===== config.mk =====
export PLATFORM = sky130hd
export DESIGN_NAME = gbf_flgact_arbiter
export DESIGN_NICKNAME = d
export VERILOG_FILES = /design/src/rtl/gbf_arb_pkg.sv /design/src/rtl/gbf_rr_pick.sv /design/src/rtl/gbf_flgact_arbiter.sv
export SDC_FILE = /design/constraint.sdc
export NUM_CORES = 1
export LEC_CHECK = 0
export CORE_MARGIN = 8
export CORE_UTILIZATION = 33
export CTS_BUF_LIST = sky130_fd_sc_hd__clkbuf_4
export CTS_CLUSTER_DIAMETER = 100
export CTS_CLUSTER_SIZE = 28
export DETAILED_ROUTE_END_ITERATION = 6
export PLACE_DENSITY = 0.87
export SLEW_MARGIN = 15
export SYNTH_ARGS = -nofsm -noshare
export SYNTH_HDL_FRONTEND = slang
export SYNTH_HIERARCHICAL = 1
export SYNTH_SLANG_ARGS = --single-unit

===== constraint.sdc =====
create_clock -name clk -period 4.4 [get_ports clk]
set_input_delay 0.88 -clock clk [delete_from_list [all_inputs] [get_ports clk]]
set_output_delay 0.88 -clock clk [all_outputs]
set_load 0.01 [all_outputs]

===== src/rtl/gbf_arb_pkg.sv =====
// Shared constants and width helpers for the flag/activation global-buffer arbiter.
package gbf_arb_pkg;

    localparam int DEF_NUM_RD     = 4;
    localparam int DEF_ADDR_W     = 6;
    localparam int DEF_DATA_W     = 28;
    localparam int DEF_STARVE_MAX = 4;
    localparam int STALL_CNT_W    = 16;

    function automatic int id_width(input int num);
        return (num > 1) ? $clog2(num) : 1;
    endfunction

    // The streak counter must reach STARVE_MAX and is never narrower than 3 bits.
    function automatic int streak_width(input int max_val);
        int w;
        w = $clog2(max_val + 1);
        return (w < 3) ? 3 : w;
    endfunction

endpackage


===== src/rtl/gbf_rr_pick.sv =====
// Combinational round-robin selector: first requester at or above ptr, wrapping modulo NUM_RD.
module gbf_rr_pick #(
    parameter int NUM_RD = 4,
    parameter int ID_W   = 2
) (
    input  logic [NUM_RD-1:0] req,
    input  logic [ID_W-1:0]   ptr,
    output logic [NUM_RD-1:0] gnt,
    output logic [ID_W-1:0]   id,
    output logic              found
);

    logic [ID_W-1:0] cand;

    always_comb begin
        gnt   = '0;
        id    = '0;
        found = 1'b0;
        cand  = '0;
        for (int k = 0; k < NUM_RD; k++) begin
            cand = ID_W'((int'(ptr) + k) % NUM_RD);
            if (!found && req[cand]) begin
                found     = 1'b1;
                gnt[cand] = 1'b1;
                id        = cand;
            end
        end
    end

endmodule


===== src/rtl/gbf_flgact_arbiter.sv =====
// Single-port flag/activation buffer arbiter: one fill writer, NUM_RD round-robin readers.
// Optional write-streak starvation guard enabled by defining GBF_ARB_STARVE_GUARD_EN.
module gbf_flgact_arbiter
    import gbf_arb_pkg::*;
#(
    parameter int NUM_RD     = DEF_NUM_RD,
    parameter int ADDR_W     = DEF_ADDR_W,
    parameter int DATA_W     = DEF_DATA_W,
    parameter int STARVE_MAX = DEF_STARVE_MAX,
    parameter int ID_W       = id_width(NUM_RD)
) (
    input  logic                     clk,
    input  logic                     rst_n,
    input  logic                     wr_req,
    input  logic [ADDR_W-1:0]        wr_addr,
    input  logic [DATA_W-1:0]        wr_data,
    output logic                     wr_gnt,
    input  logic [NUM_RD-1:0]        rd_req,
    input  logic [NUM_RD*ADDR_W-1:0] rd_addr,
    output logic [NUM_RD-1:0]        rd_gnt,
    output logic                     rd_dat_vld,
    output logic [ID_W-1:0]          rd_dat_id,
    output logic [DATA_W-1:0]        rd_dat,
    output logic                     ram_read_en,
    output logic                     ram_write_en,
    output logic [ADDR_W-1:0]        ram_addr_r,
    output logic [ADDR_W-1:0]        ram_addr_w,
    output logic [DATA_W-1:0]        ram_data_in,
    input  logic [DATA_W-1:0]        ram_data_out,
    output logic [STALL_CNT_W-1:0]   stall_cnt
);

    if (NUM_RD < 2 || NUM_RD > 8 || STARVE_MAX < 1) begin : g_bad_params
        $error("gbf_flgact_arbiter: NUM_RD must be 2..8 and STARVE_MAX >= 1");
    end

    logic [ID_W-1:0]   rr_ptr;
    logic [ID_W-1:0]   next_ptr;
    logic [NUM_RD-1:0] pick_gnt;
    logic [ID_W-1:0]   pick_id;
    logic              pick_found;
    logic              rd_pending;
    logic              force_read;
    logic              rd_grant;
    logic              stalled;

    gbf_rr_pick #(
        .NUM_RD(NUM_RD),
        .ID_W  (ID_W)
    ) u_rr_pick (
        .req  (rd_req),
        .ptr  (rr_ptr),
        .gnt  (pick_gnt),
        .id   (pick_id),
        .found(pick_found)
    );

    assign rd_pending = |rd_req;

`ifdef GBF_ARB_STARVE_GUARD_EN
    localparam int STREAK_W = streak_width(STARVE_MAX);

    logic [STREAK_W-1:0] wr_streak;

    assign force_read = rd_pending && (wr_streak == STREAK_W'(STARVE_MAX));

    // Consecutive writes that kept a pending read waiting; any read grant or idle read side clears it.
    always_ff @(posedge clk or negedge rst_n) begin
        if (!rst_n) begin
            wr_streak <= '0;
        end else if (!rd_pending || rd_grant) begin
            wr_streak <= '0;
        end else if (wr_gnt) begin
            wr_streak <= wr_streak + 1'b1;
        end
    end
`else
    assign force_read = 1'b0;
`endif

    // One access per cycle; grants are held low for the whole reset assertion.
    always_comb begin
        wr_gnt   = 1'b0;
        rd_gnt   = '0;
        rd_grant = 1'b0;
        if (rst_n) begin
            if (wr_req && !force_read) begin
                wr_gnt = 1'b1;
            end else if (pick_found) begin
                rd_gnt   = pick_gnt;
                rd_grant = 1'b1;
            end
        end
    end

    always_comb begin
        ram_addr_r = '0;
        for (int i = 0; i < NUM_RD; i++) begin
            if (rd_gnt[i]) begin
                ram_addr_r = rd_addr[i*ADDR_W +: ADDR_W];
            end
        end
    end

    assign ram_read_en  = rd_grant;
    assign ram_write_en = wr_gnt;
    assign ram_addr_w   = wr_addr;
    assign ram_data_in  = wr_data;
    assign rd_dat       = ram_data_out;

    assign stalled  = (wr_req & ~wr_gnt) | (|(rd_req & ~rd_gnt));
    assign next_ptr = (pick_id == ID_W'(NUM_RD - 1)) ? '0 : pick_id + 1'b1;

    // Return tag follows the grant by one cycle, matching the wrapper's read latency.
    always_ff @(posedge clk or negedge rst_n) begin
        if (!rst_n) begin
            rr_ptr     <= '0;
            rd_dat_vld <= 1'b0;
            rd_dat_id  <= '0;
            stall_cnt  <= '0;
        end else begin
            rd_dat_vld <= rd_grant;
            if (rd_grant) begin
                rd_dat_id <= pick_id;
                rr_ptr    <= next_ptr;
            end
            if (stalled && (stall_cnt != '1)) begin
                stall_cnt <= stall_cnt + 1'b1;
            end
        end
    end

    a_exclusive_access: assert property (@(posedge clk) disable iff (!rst_n)
        !(ram_read_en && ram_write_en));

endmodule


---- Word level (Yosys, flattened, before mapping) ----
Index checks and enable logic that the tools add are counted.
storage, ports and cells
  output and inout port bits .............. 94
  logic and storage cells ................. 80
  flip-flop bits (word level) ............. 21
operators by class
  equality and inequality tests ........... 2
  reductions and logical operators ........ 12
  order comparisons ....................... 8
  add/subtract/negate cells ............... 5
  bitwise gates (word level) .............. 8
  muxes and demuxes ....................... 41
operators with widths
  cell                                                                          number
  4-bit two-way mux                                                             7
  6-bit two-way mux                                                             4
  1-bit two-way mux                                                             17
  16-bit by 1-bit adder with 16-bit output, second input constant               1
  16-bit inequality test, second input constant                                 1
  2-bit by 3-bit less-than comparator with 1-bit output, second input constant  4
  4-bit OR                                                                      3
  2-bit two-way mux                                                             5
  1-bit binary-select mux with 2-bit select                                     4
  1-bit demux with 2-bit select                                                 4
  2-bit by 1-bit >= comparator with 1-bit output, second input constant         4
  1-bit logical AND                                                             8
  2-bit by 1-bit adder with 2-bit output, second input constant                 2
  2-bit adder, second input constant                                            2
  4-bit AND                                                                     1
  4-bit NOT                                                                     1
  4-bit OR reduction                                                            1
  1-bit logical NOT                                                             3
  2-bit equality test, second input constant                                    1
  1-bit AND                                                                     1
  1-bit NOT                                                                     1
  1-bit OR                                                                      1

---- Depth between registers and ports, before layout ----
Gate-level depths: netlist of run 1.
  word-level depth ........................ 20
  depth in mapped cells ................... 14
  depth with buffers taken out ............ 11

---- Modules after synthesis ----
The synthesis of run 1 kept the hierarchy.
modules (own cells, without submodules)
  module              area each (sq um)  cells each  instances
  gbf_flgact_arbiter  1719.1             198         1
  gbf_rr_pick         421.7              45          1

---- Worst setup path after synthesis of run 1 ----
Ideal clock, no wire load.
  path type ............................... input to output
  start point ............................. input port rd_req[0]
  end point ............................... output port ram_addr_r[0]
  path buffers ............................ 1
  setup slack ............................. 656 ps
  data arrival time ....................... 2864 ps
  stages on the path ...................... 10
  data required time ...................... 3520 ps
  cells stage by stage .................... mux4_1 -> and2b_2 -> a22oi_1 -> o21ai_0 -> clkbuf_1 -> nor2b_1 -> a221oi_1 -> nor3_1 -> a21oi_1 -> nor2_1
RTL lines
  element                                    line                      text
  start, declared                            gbf_flgact_arbiter.sv:18  input logic [NUM_RD-1:0] rd_req,
  1-bit binary-select mux with 2-bit select  gbf_rr_pick.sv:22         if (!found && req[cand]) begin
  1-bit two-way mux (not written as such)    gbf_rr_pick.sv:22
  1-bit two-way mux                          gbf_rr_pick.sv:22
  1-bit logical NOT                          gbf_rr_pick.sv:22
  1-bit logical AND                          gbf_rr_pick.sv:22
  1-bit two-way mux                          gbf_rr_pick.sv:22
  1-bit logical NOT                          gbf_rr_pick.sv:22
  1-bit logical AND                          gbf_rr_pick.sv:22
  1-bit two-way mux                          gbf_rr_pick.sv:22
  1-bit logical NOT                          gbf_rr_pick.sv:22
  1-bit logical AND                          gbf_rr_pick.sv:22
  4-bit two-way mux (*)                      gbf_rr_pick.sv:22
  via pick_gnt[1]                            gbf_flgact_arbiter.sv:39  logic [NUM_RD-1:0] pick_gnt;
  4-bit two-way mux (*)                      gbf_flgact_arbiter.sv:89  end else if (pick_found) begin
  4-bit two-way mux (*)                      gbf_flgact_arbiter.sv:87  if (wr_req && !force_read) begin
  4-bit two-way mux (*)                      gbf_flgact_arbiter.sv:86  if (rst_n) begin
  6-bit two-way mux (*) (3 in series)        gbf_flgact_arbiter.sv:99  if (rd_gnt[i]) begin
  end, declared                              gbf_flgact_arbiter.sv:26  output logic [ADDR_W-1:0] ram_addr_r,
The timed path passes the listed nets; every way through them passes the cells marked *. The select of a mux whose other input is x is not followed.

---- Worst setup path in the final report of run 1 ----
  start point ............................. input port rd_req[2]
  end point ............................... output port ram_addr_r[2]
RTL lines
  element                                    line
  1-bit binary-select mux with 2-bit select  gbf_rr_pick.sv:22
  1-bit two-way mux (not written as such)    gbf_rr_pick.sv:22
  1-bit two-way mux                          gbf_rr_pick.sv:22
  1-bit logical NOT                          gbf_rr_pick.sv:22
  1-bit logical AND                          gbf_rr_pick.sv:22
  1-bit two-way mux                          gbf_rr_pick.sv:22
  1-bit logical NOT                          gbf_rr_pick.sv:22
  1-bit logical AND                          gbf_rr_pick.sv:22
  1-bit two-way mux                          gbf_rr_pick.sv:22
  1-bit logical NOT                          gbf_rr_pick.sv:22
  1-bit logical AND                          gbf_rr_pick.sv:22
  4-bit two-way mux (*)                      gbf_rr_pick.sv:22
  via pick_gnt[2]                            gbf_flgact_arbiter.sv:39
  4-bit two-way mux (*)                      gbf_flgact_arbiter.sv:89
  4-bit two-way mux (*)                      gbf_flgact_arbiter.sv:87
  4-bit two-way mux (*)                      gbf_flgact_arbiter.sv:86
  6-bit two-way mux (*) (2 in series)        gbf_flgact_arbiter.sv:99
Marked as above.

==> results of run 1 <==
[placed cells by master, fill, tap and decap left out, types with 2 or more instances in the layout]
cell type,synthesis,routed
sky130_fd_sc_hd__inv_1,8,8
sky130_fd_sc_hd__and4_1,2,2
sky130_fd_sc_hd__o21ai_0,6,4
sky130_fd_sc_hd__buf_4,63,29
sky130_fd_sc_hd__dfrtp_1,21,21
sky130_fd_sc_hd__a221oi_2,0,4
sky130_fd_sc_hd__a21oi_1,6,6
sky130_fd_sc_hd__nand2b_1,2,2
sky130_fd_sc_hd__mux4_2,2,4
sky130_fd_sc_hd__xor2_1,3,3
sky130_fd_sc_hd__ha_1,7,7
sky130_fd_sc_hd__and3_1,2,2
sky130_fd_sc_hd__nand4b_1,3,3
sky130_fd_sc_hd__nor3_1,9,9
sky130_fd_sc_hd__o31ai_1,2,2
sky130_fd_sc_hd__nand3_1,6,6
sky130_fd_sc_hd__nor2b_1,8,8
sky130_fd_sc_hd__dlygate4sd2_1,0,10
sky130_fd_sc_hd__a22oi_1,8,7
sky130_fd_sc_hd__o21ai_1,0,2
sky130_fd_sc_hd__nand4_1,6,6
sky130_fd_sc_hd__xnor2_1,11,11
sky130_fd_sc_hd__clkdlybuf4s50_1,0,51
sky130_fd_sc_hd__nand2_1,18,18
sky130_fd_sc_hd__and2_1,2,2
sky130_fd_sc_hd__mux2i_1,2,2
sky130_fd_sc_hd__a221oi_1,6,2
sky130_fd_sc_hd__clkbuf_4,0,3
sky130_fd_sc_hd__nor2_1,12,12
[worst reg2reg max path, cell delays in order (launching register included)]
cell and delay [ns]:
sky130_fd_sc_hd__dfrtp_1 0.51, sky130_fd_sc_hd__inv_1 0.10, sky130_fd_sc_hd__ha_1 0.38, sky130_fd_sc_hd__mux4_2 0.37
sky130_fd_sc_hd__buf_4 0.20, sky130_fd_sc_hd__nor3_1 0.23, sky130_fd_sc_hd__nand2b_1 0.16, sky130_fd_sc_hd__nand3b_2 0.15
sky130_fd_sc_hd__inv_2 0.06, sky130_fd_sc_hd__buf_4 0.14, sky130_fd_sc_hd__a221o_1 0.33, sky130_fd_sc_hd__a21oi_2 0.52
sky130_fd_sc_hd__mux2_1 0.38
[registers in the layout, summed over array words and instances (netlist names)]
register and cells:
rr_ptr 2, rd_dat_vld 1, stall_cnt 16, rd_dat_id 2
[power by group through the flow]
stage / registers (W) / clock network [W] / logic, W
3_5_place_dp: 0.000323 / 0 / 0.00105
5_1_grt: 0.000331 / 0.000105 / 0.00125
3_3_place_gp: 0.000319 / 0 / 0.00102
6_report: 0.000321 / 0.0000932 / 0.00114
4_1_cts: 0.000320 / 0.0000969 / 0.00109
2_1_floorplan: 0.000334 / 0 / 0.000677
[kinds of logic after synthesis]
logic type	synth area share
compound gates	0.113
xor+xnor	0.0573
flops	0.245
buf+inv	0.261
simple gates	0.209
mux	0.0725
fa+ha+maj	0.0409
[layout make-up]
type                            count  area [um^2]
Multi-Input combinational cell    142         1080
Tap cell                           77         96.3
Clock inverter                      1         5.00
Inverter                            9         33.8
Fill cell                         656         3730
Timing Repair Buffer               91          821
Clock buffer                        3         22.5
Sequential cell                    21          526
[path summary, 6_finish.rpt]
kind | to | slack (ns) | from
hold reg to reg | rd_dat_id[1] | 0.51 | rd_dat_id[1]
min in group asynchronous | stall_cnt[5] | 1.15 | rst_n
setup reg to reg | stall_cnt[1] | 0.77 | rr_ptr[0]
max in group asynchronous | stall_cnt[14] | 3.02 | rst_n
hold / removal | rd_dat_id[1] | 0.51 | rd_dat_id[1]
setup / recovery | ram_addr_r[2] | 0.15 | rd_req[2]
[metrics by stage]
step | hold WS (ns) | setup TNS, ns | power, W
floorplan | 0.514 | 0 | 0.00101
global route | 0.548 | -0.124 | 0.00169
detailed placement | 0.475 | -1.90 | 0.00138
finish | 0.512 | 0 | 0.00155
global placement | 0.465 | -1.40 | 0.00134
CTS | 0.510 | 0 | 0.00151
[routing by layer]
layer	vias up	routed length [um]	GRT usage
met5	-	0	0
met4	0	228	0.0656
met3	28	463	0.0255
met2	67	2990	0.211
met1	821	2190	0.130
li1	836	-	-
[timing repair]
| item | 4_1_cts | 5_1_grt |
|---|---|---|
| setup buffers | 5 | 1 |
| gates resized for setup | 13 | 9 |
| setup endpoints to repair | 8 | 6 |
| hold buffers | 0 | 0 |
| pin swaps | 1 | 2 |
==> reports/metrics.yaml, run 1 <==
run_status: "finished, final reports clean"
cts_tree: "done"
hpwlAfterDp_um: 4620
wl_um: 5870
relSlewSlack: 0.584
clock_sink_total: 21
critical-path-top-delay-family: "buffers and inverters"
insertedDiodeCount: 0
dr_vias_cell: 5.09
worst_skew_pair_later_pin_latency_ns: 0.30
gp_congestion: 0.826
cts_max_path_buffers: 2
ys.warnings.count: 6
crit_fanout: 7
power.combinational.fraction: 0.734
critical_path_depth: 13
worst_path_most_repeated_cell: "sky130_fd_sc_hd__buf_4"
drc: 0
p_seq_frac: 0.206
clock-skew-final_ns: 0.00672
finalMaxSlewViolations: 0
worst_slack_ns: 0.147
syn-cell-area_um2: 2140
timing.critical_path.to_type: "primary output"
worst_pin_slew_ns: 0.620
design.core.area_um2: 6310
vdd.ir_drop.worst_mv: 0.374
period_share: 0.967
total_switching_power_w: 0.000678
intPower_w: 0.000874
tritoncts.num_buffers: 3
clkSlewWorstSetupHoldPaths_ns: 0.12
slowest_delay_ns: 0.49
post-place-cells: 334
critical_path_arrival_ns: 3.37
placed_area_um2: 2500
syn-mean-instance-area_um2: 8.81
drive_gt1_frac: 0.199
die-area_um2: 9320
commonest_cells_in_the_netlist: "sky130_fd_sc_hd__buf_4 (63), sky130_fd_sc_hd__dfrtp_1 (21), sky130_fd_sc_hd__nand2_1 (18), sky130_fd_sc_hd__nor2_1 (12), sky130_fd_sc_hd__xnor2_1 (11)"
ctsRootBufferMaster: "sky130_fd_sc_hd__clkbuf_4"
route.antenna.remaining_nets: 0
power_density_nw_per_um2: 601
globalRoute.totalOverflow: 0
layoutNonFillerInstCount: 344
post-route-util: 0.409
synthTopCellsByArea: "sky130_fd_sc_hd__dfrtp_1 (25%), sky130_fd_sc_hd__buf_4 (22%), sky130_fd_sc_hd__xnor2_1 (4.5%), sky130_fd_sc_hd__ha_1 (4.1%), sky130_fd_sc_hd__nand2_1 (3.2%)"
first_drt_pass_iteration_count: 4
routed-via-count: 1752
grt_util_all_layers: 0.119
share_clk_of_total_power: 0.060
num_rows: 29
grt_max_degree: 23
final_nets: 368
die_h_um: 96.5
htreeDepth: 1
worst_path_max_delay_cell: "sky130_fd_sc_hd__mux4_2"
netSwitchingFraction: 0.437
synth_enable_flop_cells: 0
post_drt_wl_per_cell_um: 17.1
share_of_async_settable_or_async_resettable_flops_after_synthesis: 1.00
setup_crit_start_kind: "input pin"
p_leak_nw: 1.09
yosysUniqueCellTypes: 45
ys.flop_type: "sky130_fd_sc_hd__dfrtp_1"
yosysTopAreaCellShare: 0.245
synthesis.nets: 343
place.port_buffers: 62
starting_density_of_the_core: 0.339
fmaxAchievable_mhz: 235
final_period_minus_worst_setup_slack_ns: 4.25
synthMostInstantiatedCell: "sky130_fd_sc_hd__buf_4"
timing.critical_path.required_ns: 3.52
drtIter0Drc: 90
area_overhead_vs_synth_pct: 20.6
grt_pass1_wl_um: 8940
timing.hold.worst.class: "register to register"
syn_inst: 243
detailedPlace.worstSlack_ns: -0.291
synth_sequential_area_ratio: 0.245
first_global_vias: 1795
grt_antenna_before_repair: 0
setup_viol: 0
synth_largest_area_cell: "sky130_fd_sc_hd__dfrtp_1"
critical_path_buf_inv_count: 5
logic_depth_of_the_worst_register_to_register_path: 12
critPathKind: "input pin to primary output"
worstPathCellList: "dlygate4sd2_1 -> mux4_2 -> buf_4 -> and2b_2 -> a22oi_1 -> o21ai_0 -> buf_4 -> buf_4 -> a221oi_1 -> nor3_1 -> a21oi_1 -> nor2_1 -> dlygate4sd2_1"
maxCapViolations: 0
ioPinCount: 187
final_instance_area_um2: 2580
min_delay_path_depth: 2
hold_violations: 0
synth.ff_latch_count: 21
die_x_um: 96.5
(Power assumes the default switching activity.)
==> run 2: changes to the inputs <==
Settings changed: CORE_UTILIZATION 33 to 34, SYNTH_HIERARCHICAL 1 to default.
==> reports/metrics.yaml, run 2 <==
setup_crit_start_kind: "input pin"
critical_path_arrival_ns: 3.37  # about the same
layoutNonFillerInstCount: 368  # +7.0%
grt_antenna_before_repair: 0  # unchanged
relSlewSlack: 0.681  # +0.0968
routed-via-count: 1954  # +12%
maxCapViolations: 0  # unchanged
die-area_um2: 9590  # +2.9%
clock-skew-final_ns: 0.00784  # +0.00113 ns
clock_sink_total: 21  # unchanged
power_density_nw_per_um2: 553  # -8.0%
design.core.area_um2: 6640  # +5.2%
timing.hold.worst.class: "register to register"
setup_viol: 0  # unchanged
grt_util_all_layers: 0.123  # +0.00413
drive_gt1_frac: 0.198  # -0.000585
synthTopCellsByArea: "sky130_fd_sc_hd__dfrtp_1 (23%), sky130_fd_sc_hd__buf_4 (21%), sky130_fd_sc_hd__nand3_1 (5.0%), sky130_fd_sc_hd__ha_1 (4.9%), sky130_fd_sc_hd__xnor2_1 (3.8%)"
route.antenna.remaining_nets: 0  # unchanged
placed_area_um2: 2670  # +6.6%
place.port_buffers: 62  # unchanged
htreeDepth: 1  # unchanged
synth-xor-area-share: 0.0460  # -0.0112
synthMostInstantiatedCell: "sky130_fd_sc_hd__buf_4"
ys.flop_type: "sky130_fd_sc_hd__dfrtp_1"
share_of_async_settable_or_async_resettable_flops_after_synthesis: 1.00  # unchanged
mostFrequentLayoutCells: "sky130_fd_sc_hd__clkdlybuf4s50_1 (54), sky130_fd_sc_hd__buf_4 (28), sky130_fd_sc_hd__nand3_1 (23), sky130_fd_sc_hd__dfrtp_1 (21), sky130_fd_sc_hd__nand2_1 (18)"
wl_um: 6110  # +4.1%
synth_enable_flop_cells: 0  # unchanged
area_overhead_vs_synth_pct: 18.9
gp_congestion: 0.852  # +3.1%
layout_commonest_cell: "sky130_fd_sc_hd__clkdlybuf4s50_1"
yosysUniqueCellTypes: 51  # +13%
synth_largest_area_cell: "sky130_fd_sc_hd__dfrtp_1"
finalMaxSlewViolations: 0  # unchanged
ioPinCount: 187  # unchanged
top_register: "stall_cnt"
synthesis.nets: 369  # +7.6%
post-place-cells: 363  # +8.7%
layout_top_registers: "stall_cnt x16, rd_dat_id x2"
syn-mean-instance-area_um2: 8.55  # -2.9%
final_instance_area_um2: 2720  # +5.1%
dr_vias_cell: 5.31  # +4.3%
starting_density_of_the_core: 0.344  # +0.00461
drtIter0Drc: 77  # -14%
p_leak_nw: 1.18  # +7.4%
commonest_cells_in_the_netlist: "sky130_fd_sc_hd__buf_4 (65), sky130_fd_sc_hd__nand3_1 (23), sky130_fd_sc_hd__dfrtp_1 (21), sky130_fd_sc_hd__nand2_1 (19)"
vdd.ir_drop.worst_mv: 0.232  # -38%
synth_adder_area_share: 0.0493  # +0.00840
drc: 0  # unchanged
largest_register_ffs: 16  # unchanged
yosys-mux-area-fraction: 0.0904  # +0.0179
slowest_delay_ns: 0.45  # -0.04 ns
final_period_minus_worst_setup_slack_ns: 4.25  # +0.000395 ns
first_global_vias: 2063  # +15%
clkSlewWorstSetupHoldPaths_ns: 0.13  # about the same
cts_tree: "done"
hpwlAfterDp_um: 4940  # +6.9%
hold_violations: 0  # unchanged
syn_inst: 267  # +9.9%
timing.critical_path.to_type: "primary output"
ctsRootBufferMaster: "sky130_fd_sc_hd__clkbuf_4"
yosys.area_share.simple: 0.219  # +0.00940
largest_family_of_logic_cells_by_synthesized_area: "buffers and inverters"
crit_fanout: 10  # +3
syn-cell-area_um2: 2280  # +6.7%
first_drt_pass_iteration_count: 4  # unchanged
fmaxAchievable_mhz: 235  # about the same
cts_max_path_buffers: 2  # unchanged
die_h_um: 98.0  # +1.5%
worst_skew_pair_later_pin_latency_ns: 0.32  # +0.02 ns
run_status: "finished, final reports clean"
die_x_um: 98.0  # +1.5%
period_share: 0.967  # about the same
ys.warnings.count: 0  # -6
tritoncts.num_buffers: 3  # unchanged
insertedDiodeCount: 0  # unchanged
ff_latch_area_um2: 526  # unchanged
rsz0062_at_grt: "false"
synth_compound_gate_area_share: 0.119  # +0.00552
post_drt_wl_per_cell_um: 16.6  # -2.7%
synth_sequential_area_ratio: 0.230  # -0.0153
cts-hold-fix-buffers: 0  # unchanged
multiInputGateArea_um2: 1210  # +13%
worstPathCellList: "clkdlybuf4s50_1 -> buf_4 -> mux2_4 -> and3_1 -> a311oi_1 -> a22o_1 -> nand2_1 -> nand2_1 -> inv_2 -> nor2_4 -> nand3_1 -> o221a_2 -> dlygate4sd2_1"
synth.ff_latch_count: 21  # unchanged
worst_path_max_delay_cell: "sky130_fd_sc_hd__clkdlybuf4s50_1"
timing.critical_path.required_ns: 3.52  # about the same
report.power.total_w: 0.00150  # -3.3%
worst_pin_slew_ns: 0.467  # -0.153 ns
final_nets: 391  # +6.3%
worst_path_most_repeated_cell: "sky130_fd_sc_hd__nand2_1"
hold-worst-slack_ns: 0.503  # -0.00928 ns
fillers: 661  # +0.76%
grt_pass1_wl_um: 10100  # +13%
yosysTopAreaCellShare: 0.230  # -0.0153
grt_max_degree: 25  # +8.7%
critPathKind: "input pin to primary output"
num_rows: 30  # +3.4%
globalRoute.totalOverflow: 0  # unchanged
[run 2: worst paths after layout]
| check | startpoint | to | slack [ns] | depth (start not counted) |
|---|---|---|---|---|
| setup / recovery | rd_req[0] | ram_addr_r[2] | 0.15 | 13 |
| hold / removal | stall_cnt[13] | stall_cnt[13] | 0.50 | 1 |
| setup reg to reg | rr_ptr[1] | stall_cnt[1] | 1.18 | 11 |
| hold reg to reg | stall_cnt[13] | stall_cnt[13] | 0.50 | 1 |
| max in group asynchronous | rst_n | asynchronous set/reset pin | 3.17 | 2 |
| min in group asynchronous | rst_n | stall_cnt[13] | 0.99 | 2 |
[run 2: critical path: cells and delay by family]
| family | cells | cell delay, ns |
|---|---|---|
| simple gates | 5 | 0.62 |
| mux | 1 | 0.30 |
| buf+inv | 4 | 0.99 |
| compound gates | 3 | 0.58 |
[run 2: stage by stage]
stage / setup WS [ns] / TNS (ns) / util
floorplan: 0.561 / 0 / -
global placement: -0.0811 / -0.398 / 0.402
detailed placement: -0.132 / -0.699 / 0.402
CTS: 0.0944 / 0 / 0.407
global route: 0.0110 / 0 / 0.409
finish: 0.147 / 0 / 0.409
[run 2: cell families (layout without fill, tap and decap cells)]
family,Yosys count,after routing
muxes,15,15
xor gates and xnor gates,12,12
and+or+nand+nor,92,92
buffers and inverters,80,101
adders and majority gates,9,9
AOI/OAI and AO/OA,38,38
DFF,21,21
[run 2: repair_timing]
item                                    CTS  global route
setup buffers                             1             0
endpoints found under the setup margin    6             3
gates resized for setup                  11             2
[run 2: layout make-up]
| cell class | instances | area share |
|---|---|---|
| well taps | 80 | 0.0369 |
| clock buffers | 3 | 0.00829 |
| multi-input cells | 166 | 0.447 |
| flip-flops and latches | 21 | 0.194 |
| inverters | 7 | 0.00968 |
| repair buffers | 90 | 0.302 |
| clock inverters | 1 | 0.00184 |
[run 2: metal layers]
layer  vias up  track usage  wire length, um
li1        926            -                -
met1       928        0.139             2560
met2        79        0.212             2910
met3        21       0.0356              489
met4         0       0.0516              148
met5         -            0                0
[run 2: power breakdown]
part | internal, W | leakage [nW] | switching [W]
combinational | 0.000581 | 0.894 | 0.000515
sequential | 0.000251 | 0.264 | 0.0000569
clock | 0.0000340 | 0.0177 | 0.0000630
